--- src/rtl/fetch_unit.sv ---
// rtl/fetch_unit.sv - instruction fetch stage with redirect flush and HALT stop; FETCH_PERF_CNT_EN enables the fetch counter
module fetch_unit #(
  parameter int                ADDR_W      = 8,
  parameter int                INSTR_W     = 16,
  parameter logic [ADDR_W-1:0] RESET_PC    = '0,
  parameter logic [3:0]        HALT_OPCODE = 4'b1111
) (
  input  logic               clk,
  input  logic               rst,
  output logic [ADDR_W-1:0]  imem_addr,
  input  logic [INSTR_W-1:0] imem_instr,
  output logic               out_valid,
  input  logic               out_ready,
  output logic [INSTR_W-1:0] out_instr,
  output logic [ADDR_W-1:0]  out_pc,
  input  logic               redirect_valid,
  input  logic [ADDR_W-1:0]  redirect_pc,
  output logic               halted,
  output logic [15:0]        fetch_count
);

  typedef enum logic {
    S_RUN  = 1'b0,
    S_HALT = 1'b1
  } state_t;

  state_t             r_state;
  state_t             w_state_nxt;
  logic [ADDR_W-1:0]  r_pc;
  logic [ADDR_W-1:0]  w_pc_nxt;
  logic               r_out_valid;
  logic               w_out_valid_nxt;
  logic [INSTR_W-1:0] r_out_instr;
  logic [INSTR_W-1:0] w_out_instr_nxt;
  logic [ADDR_W-1:0]  r_out_pc;
  logic [ADDR_W-1:0]  w_out_pc_nxt;
  logic               w_fetch_en;
  logic               w_is_halt;

  // A word is consumed only when running, not being redirected, and the output slot is free or draining
  assign w_fetch_en = (r_state == S_RUN) && !redirect_valid && (!r_out_valid || out_ready);
  assign w_is_halt  = (imem_instr[INSTR_W-1 -: 4] == HALT_OPCODE);

  assign imem_addr = r_pc;
  assign out_valid = r_out_valid;
  assign out_instr = r_out_instr;
  assign out_pc    = r_out_pc;
  assign halted    = (r_state == S_HALT);

  // FSM state register
  always_ff @(posedge clk) begin
    if (rst) begin
      r_state <= S_RUN;
    end else begin
      r_state <= w_state_nxt;
    end
  end

  // Next state, next pc and next output slot; redirect outranks fetch and drain
  always_comb begin
    w_state_nxt     = r_state;
    w_pc_nxt        = r_pc;
    w_out_valid_nxt = r_out_valid;
    w_out_instr_nxt = r_out_instr;
    w_out_pc_nxt    = r_out_pc;
    if (redirect_valid) begin
      w_state_nxt     = S_RUN;
      w_pc_nxt        = redirect_pc;
      w_out_valid_nxt = 1'b0;
    end else if (w_fetch_en) begin
      w_out_valid_nxt = 1'b1;
      w_out_instr_nxt = imem_instr;
      w_out_pc_nxt    = r_pc;
      if (w_is_halt) begin
        w_state_nxt = S_HALT;
      end else begin
        w_pc_nxt = r_pc + ADDR_W'(1);
      end
    end else if (r_out_valid && out_ready) begin
      w_out_valid_nxt = 1'b0;
    end
  end

  // Program counter and output slot registers
  always_ff @(posedge clk) begin
    if (rst) begin
      r_pc        <= RESET_PC;
      r_out_valid <= 1'b0;
      r_out_instr <= '0;
      r_out_pc    <= '0;
    end else begin
      r_pc        <= w_pc_nxt;
      r_out_valid <= w_out_valid_nxt;
      r_out_instr <= w_out_instr_nxt;
      r_out_pc    <= w_out_pc_nxt;
    end
  end

`ifdef FETCH_PERF_CNT_EN
  logic [15:0] r_fetch_count;

  // Saturating count of consumed memory words, cleared only by reset
  always_ff @(posedge clk) begin
    if (rst) begin
      r_fetch_count <= '0;
    end else if (w_fetch_en && (r_fetch_count != 16'hFFFF)) begin
      r_fetch_count <= r_fetch_count + 16'd1;
    end
  end

  assign fetch_count = r_fetch_count;
`else
  assign fetch_count = 16'h0000;
`endif

endmodule

--- config.mk ---
export PLATFORM = sky130hd
export DESIGN_NAME = fetch_unit
export DESIGN_NICKNAME = d
export VERILOG_FILES = /design/src/rtl/fetch_unit.sv
export SDC_FILE = /design/constraint.sdc
export NUM_CORES = 1
export LEC_CHECK = 0
export ABC_AREA = 0
export CORE_MARGIN = 2
export CORE_UTILIZATION = 35
export CTS_CLUSTER_DIAMETER = 120
export DETAILED_ROUTE_END_ITERATION = 10
export PLACE_DENSITY = 0.75
export SLEW_MARGIN = 20
export SYNTH_ARGS = -nofsm -noshare
export SYNTH_HDL_FRONTEND = slang
export SYNTH_SLANG_ARGS = --single-unit
--- constraint.sdc ---
create_clock -name clk -period 1.5 [get_ports clk]
set_clock_uncertainty 0.1 [all_clocks]
set_input_delay 0.3 -clock clk [delete_from_list [all_inputs] [get_ports clk]]
set_output_delay 0.3 -clock clk [all_outputs]
set_load 0.02 [all_outputs]
==> impl_metrics.tcl, run 1 <==
set metrics [dict create \
    status "finished clean" \
    worstSetupStartpointType "flop" \
    fmax_mhz 671 \
    cts.htree.levels 2 \
    track_usage_pct 16.0 \
    powerDensity_mw_per_mm2 906 \
    drv_slew 0 \
    postRouteAntennaNets 0 \
    initial_core_util_pct 36.6 \
    cp_slowest_cell "dfxtp_4" \
    finalSetupViolCount 0 \
    topRoutingLayerUsed "met4" \
    place_congestion 0.754 \
    dpl.hpwl_um 2590 \
    holdWs_ns 0.348 \
    layout-drive-gt1-share_pct 16.7 \
    dieHeight_um 69.2 \
    max_stage_delay_ns 0.37 \
    crit_required_ns 1.61 \
    vdd_drop_max_v 0.000625 \
    io_buffers 61 \
    cp_max_fo 3 \
    cts_max_path_buffers 2 \
    p_int_w 0.00153 \
    clkLatencyLatePin_ns 0.28 \
    rows 23 \
    min_period_over_period_pct 99.4 \
    met3_length_um 231 \
    rsz0062_at_grt "true" \
    yosysSeqAreaShare_pct 45.8 \
    nFillCells 395 \
    tritoncts "yes" \
    diodes 0 \
    post-route-min-period_ns 1.49 \
    routed_wl_um 3880 \
    p_clk_share_pct 32.7 \
    p_seq_share_pct 45.9 \
    wl_met1_um 1750 \
    worstPathCellList "ha_4 -> and3_4 -> nand4_1 -> or3_1 -> a31oi_1" \
    p_sw_w 0.000611 \
    p_sw_share_pct 28.5 \
    die_w_um 69.2 \
    drtPass1Iterations 4 \
    cts_hold_buffers 0 \
    maxCapViolations 0 \
    criticalPathCategory "flop to flop" \
    drc_errors 0 \
    grt_pass1_wl_um 6290 \
    area_growth_pct 59.3 \
    route.met2.wl_um 1860 \
    fp.coreArea_mm2 0.00406 \
    yosysUniqueCellTypes 33 \
    final_cell_mix "56 x nand2_1, 38 x dlygate4sd2_1, 30 x dfxtp_1" \
    finalPower_w 0.00215 \
    hold_violations 0 \
    vias 1465 \
    die-area_mm2 0.00478 \
    avgSynthCellArea_um2 8.03 \
    antenna_found_initial 0 \
    vias_per_cell 4.59 \
    numCtsBuffers 5 \
    grt_pass1_vias 1355 \
    synth_area_mm2 0.00149 \
    cts-root-buf "clkbuf_8" \
    ys_warn_count 0 \
    cellLeakagePower_nw 1.09 \
    fin_cells 319 \
    nets 297 \
    grt.overflow.total 0 \
    post_drt_wl_per_cell_um 12.2 \
    pwr-share-comb_pct 21.4 \
    hp-class "input pin to flop" \
    ys_seq_elements 34 \
    io_pins 78 \
    drt_iter0_drc 55 \
    critPathCaptureType "flop" \
    dpl.cell_count 300 \
    tns_ns 0 \
    syn-instance-count 185 \
    path_clk_slew_ns 0.07 \
    cp_data_arrival_time_ns 1.60 \
    grt_max_degree 35 \
    numClockSinks 34 \
    mostFrequentLayoutCell "nand2_1" \
]
per-layer routing:
layer	vias up	global-route usage (%)
li1	757	-
met1	650	21.0
met2	53	26.0
met3	5	4.51
met4	0	3.92
met5	-	0
stage by stage:
stage | utilization [%] | worst slack (ns) | cell area, um2
4_1_cts | 57.9 | 0.00300 | 2350
5_1_grt | 58.4 | -0.0399 | 2370
6_report | 58.4 | 0.00969 | 2370
2_1_floorplan | - | 0.00696 | 1550
3_3_place_gp | 54.5 | -0.321 | 2210
3_5_place_dp | 54.5 | -0.380 | 2210
worst max-delay path: cells and delay by family, from the launching register on:
family          cells  cell delay, ns
simple gates        3            0.66
flops               1            0.37
fa+ha+maj           1            0.13
compound gates      1            0.16
final cells by class:
| type | instances | area, um2 | area share, % |
|---|---|---|---|
| multi-input cells | 138 | 718 | 30.3 |
| clock inverters | 2 | 11.3 | 0.475 |
| inverters | 2 | 7.51 | 0.317 |
| repair buffers | 87 | 796 | 33.6 |
| clock buffers | 6 | 82.6 | 3.49 |
| well taps | 50 | 62.6 | 2.64 |
| flip-flops and latches | 34 | 691 | 29.2 |
power by group through the flow:
| stage | Clock [W] | Sequential [W] | Combinational [W] |
|---|---|---|---|
| final | 0.000702 | 0.000984 | 0.000459 |
| after global routing | 0.000774 | 0.000992 | 0.000494 |
| after CTS | 0.000722 | 0.000983 | 0.000459 |
| after detailed placement | 0 | 0.00101 | 0.000464 |
| after global placement | 0 | 0.00101 | 0.000458 |
| after floorplan | 0 | 0.00107 | 0.000188 |
state kept, by name (all words and copies together) (netlist names):
name       count
out_pc         8
out_valid      1
halted         1
imem_addr      8
out_instr     16
path summary, 6_finish.rpt:
kind | start | endpoint | slack [ns] | cells past startpoint
max reg2reg | imem_addr[1]$_SDFFE_PP0P_ | imem_addr[6]$_SDFFE_PP0P_ | 0.01 | 5
min reg2reg | out_instr[0]$_SDFFE_PP0P_ | out_instr[0]$_SDFFE_PP0P_ | 0.35 | 2
min | imem_instr[15] | out_instr[15]$_SDFFE_PP0P_ | 0.35 | 3
max | imem_addr[1]$_SDFFE_PP0P_ | imem_addr[6]$_SDFFE_PP0P_ | 0.01 | 5
synthesized netlist by cell type:
library cell	instances	area share, %
nand2_1	56	14
dfxtp_1	34	46
a21oi_1	26	8.8
buf_4	16	8.1
clkbuf_1	5	1.3
a31oi_1	4	1.7
buf_2	4	1.3
nand3_1	4	1.3
or3_1	4	1.7
nand4_1	3	1.3
nor2_1	3	0.76
a211oi_1	2	1.0
a311oi_1	2	1.2
nor2b_1	2	0.84
o21ai_0	2	0.67
a22oi_1	1	0.51
a2bb2oi_1	1	0.59
and2_2	1	0.51
and3_1	1	0.42
and4_1	1	0.59
buf_1	1	0.25
clkinv_1	1	0.25
conb_1	1	0.25
ha_1	1	0.84
inv_1	1	0.25
nand2b_4	1	0.93
nand3_4	1	1.2
nand4_2	1	0.84
nor2_4	1	0.76
nor3_1	1	0.34
o211ai_1	1	0.51
or3b_1	1	0.59
xor2_1	1	0.59
timing repair:
action	4_1_cts	5_1_grt
pin swaps	6	5
setup buffers	10	1
setup endpoints to repair	36	7
gates resized for setup	43	5
cells by family (layout without fill, tap and decap cells):
family | after synthesis | after routing | synth area share, %
flip-flops | 34 | 34 | 45.8
AO/OA/AOI/OAI | 39 | 39 | 14.9
XOR/XNOR | 1 | 1 | 0.589
AND/OR/NAND/NOR | 81 | 81 | 26.2
other | 1 | 16 | 0.252
buffers and inverters | 28 | 97 | 11.4
adder cells (fa/ha/maj) | 1 | 1 | 0.842
(Power assumes the default switching activity.)
==> run 2: changes to the inputs <==
- CAP_MARGIN: not set -> 20
==> results of run 2 <==
Final layout, timing and power as in run 1 (identical DEF).
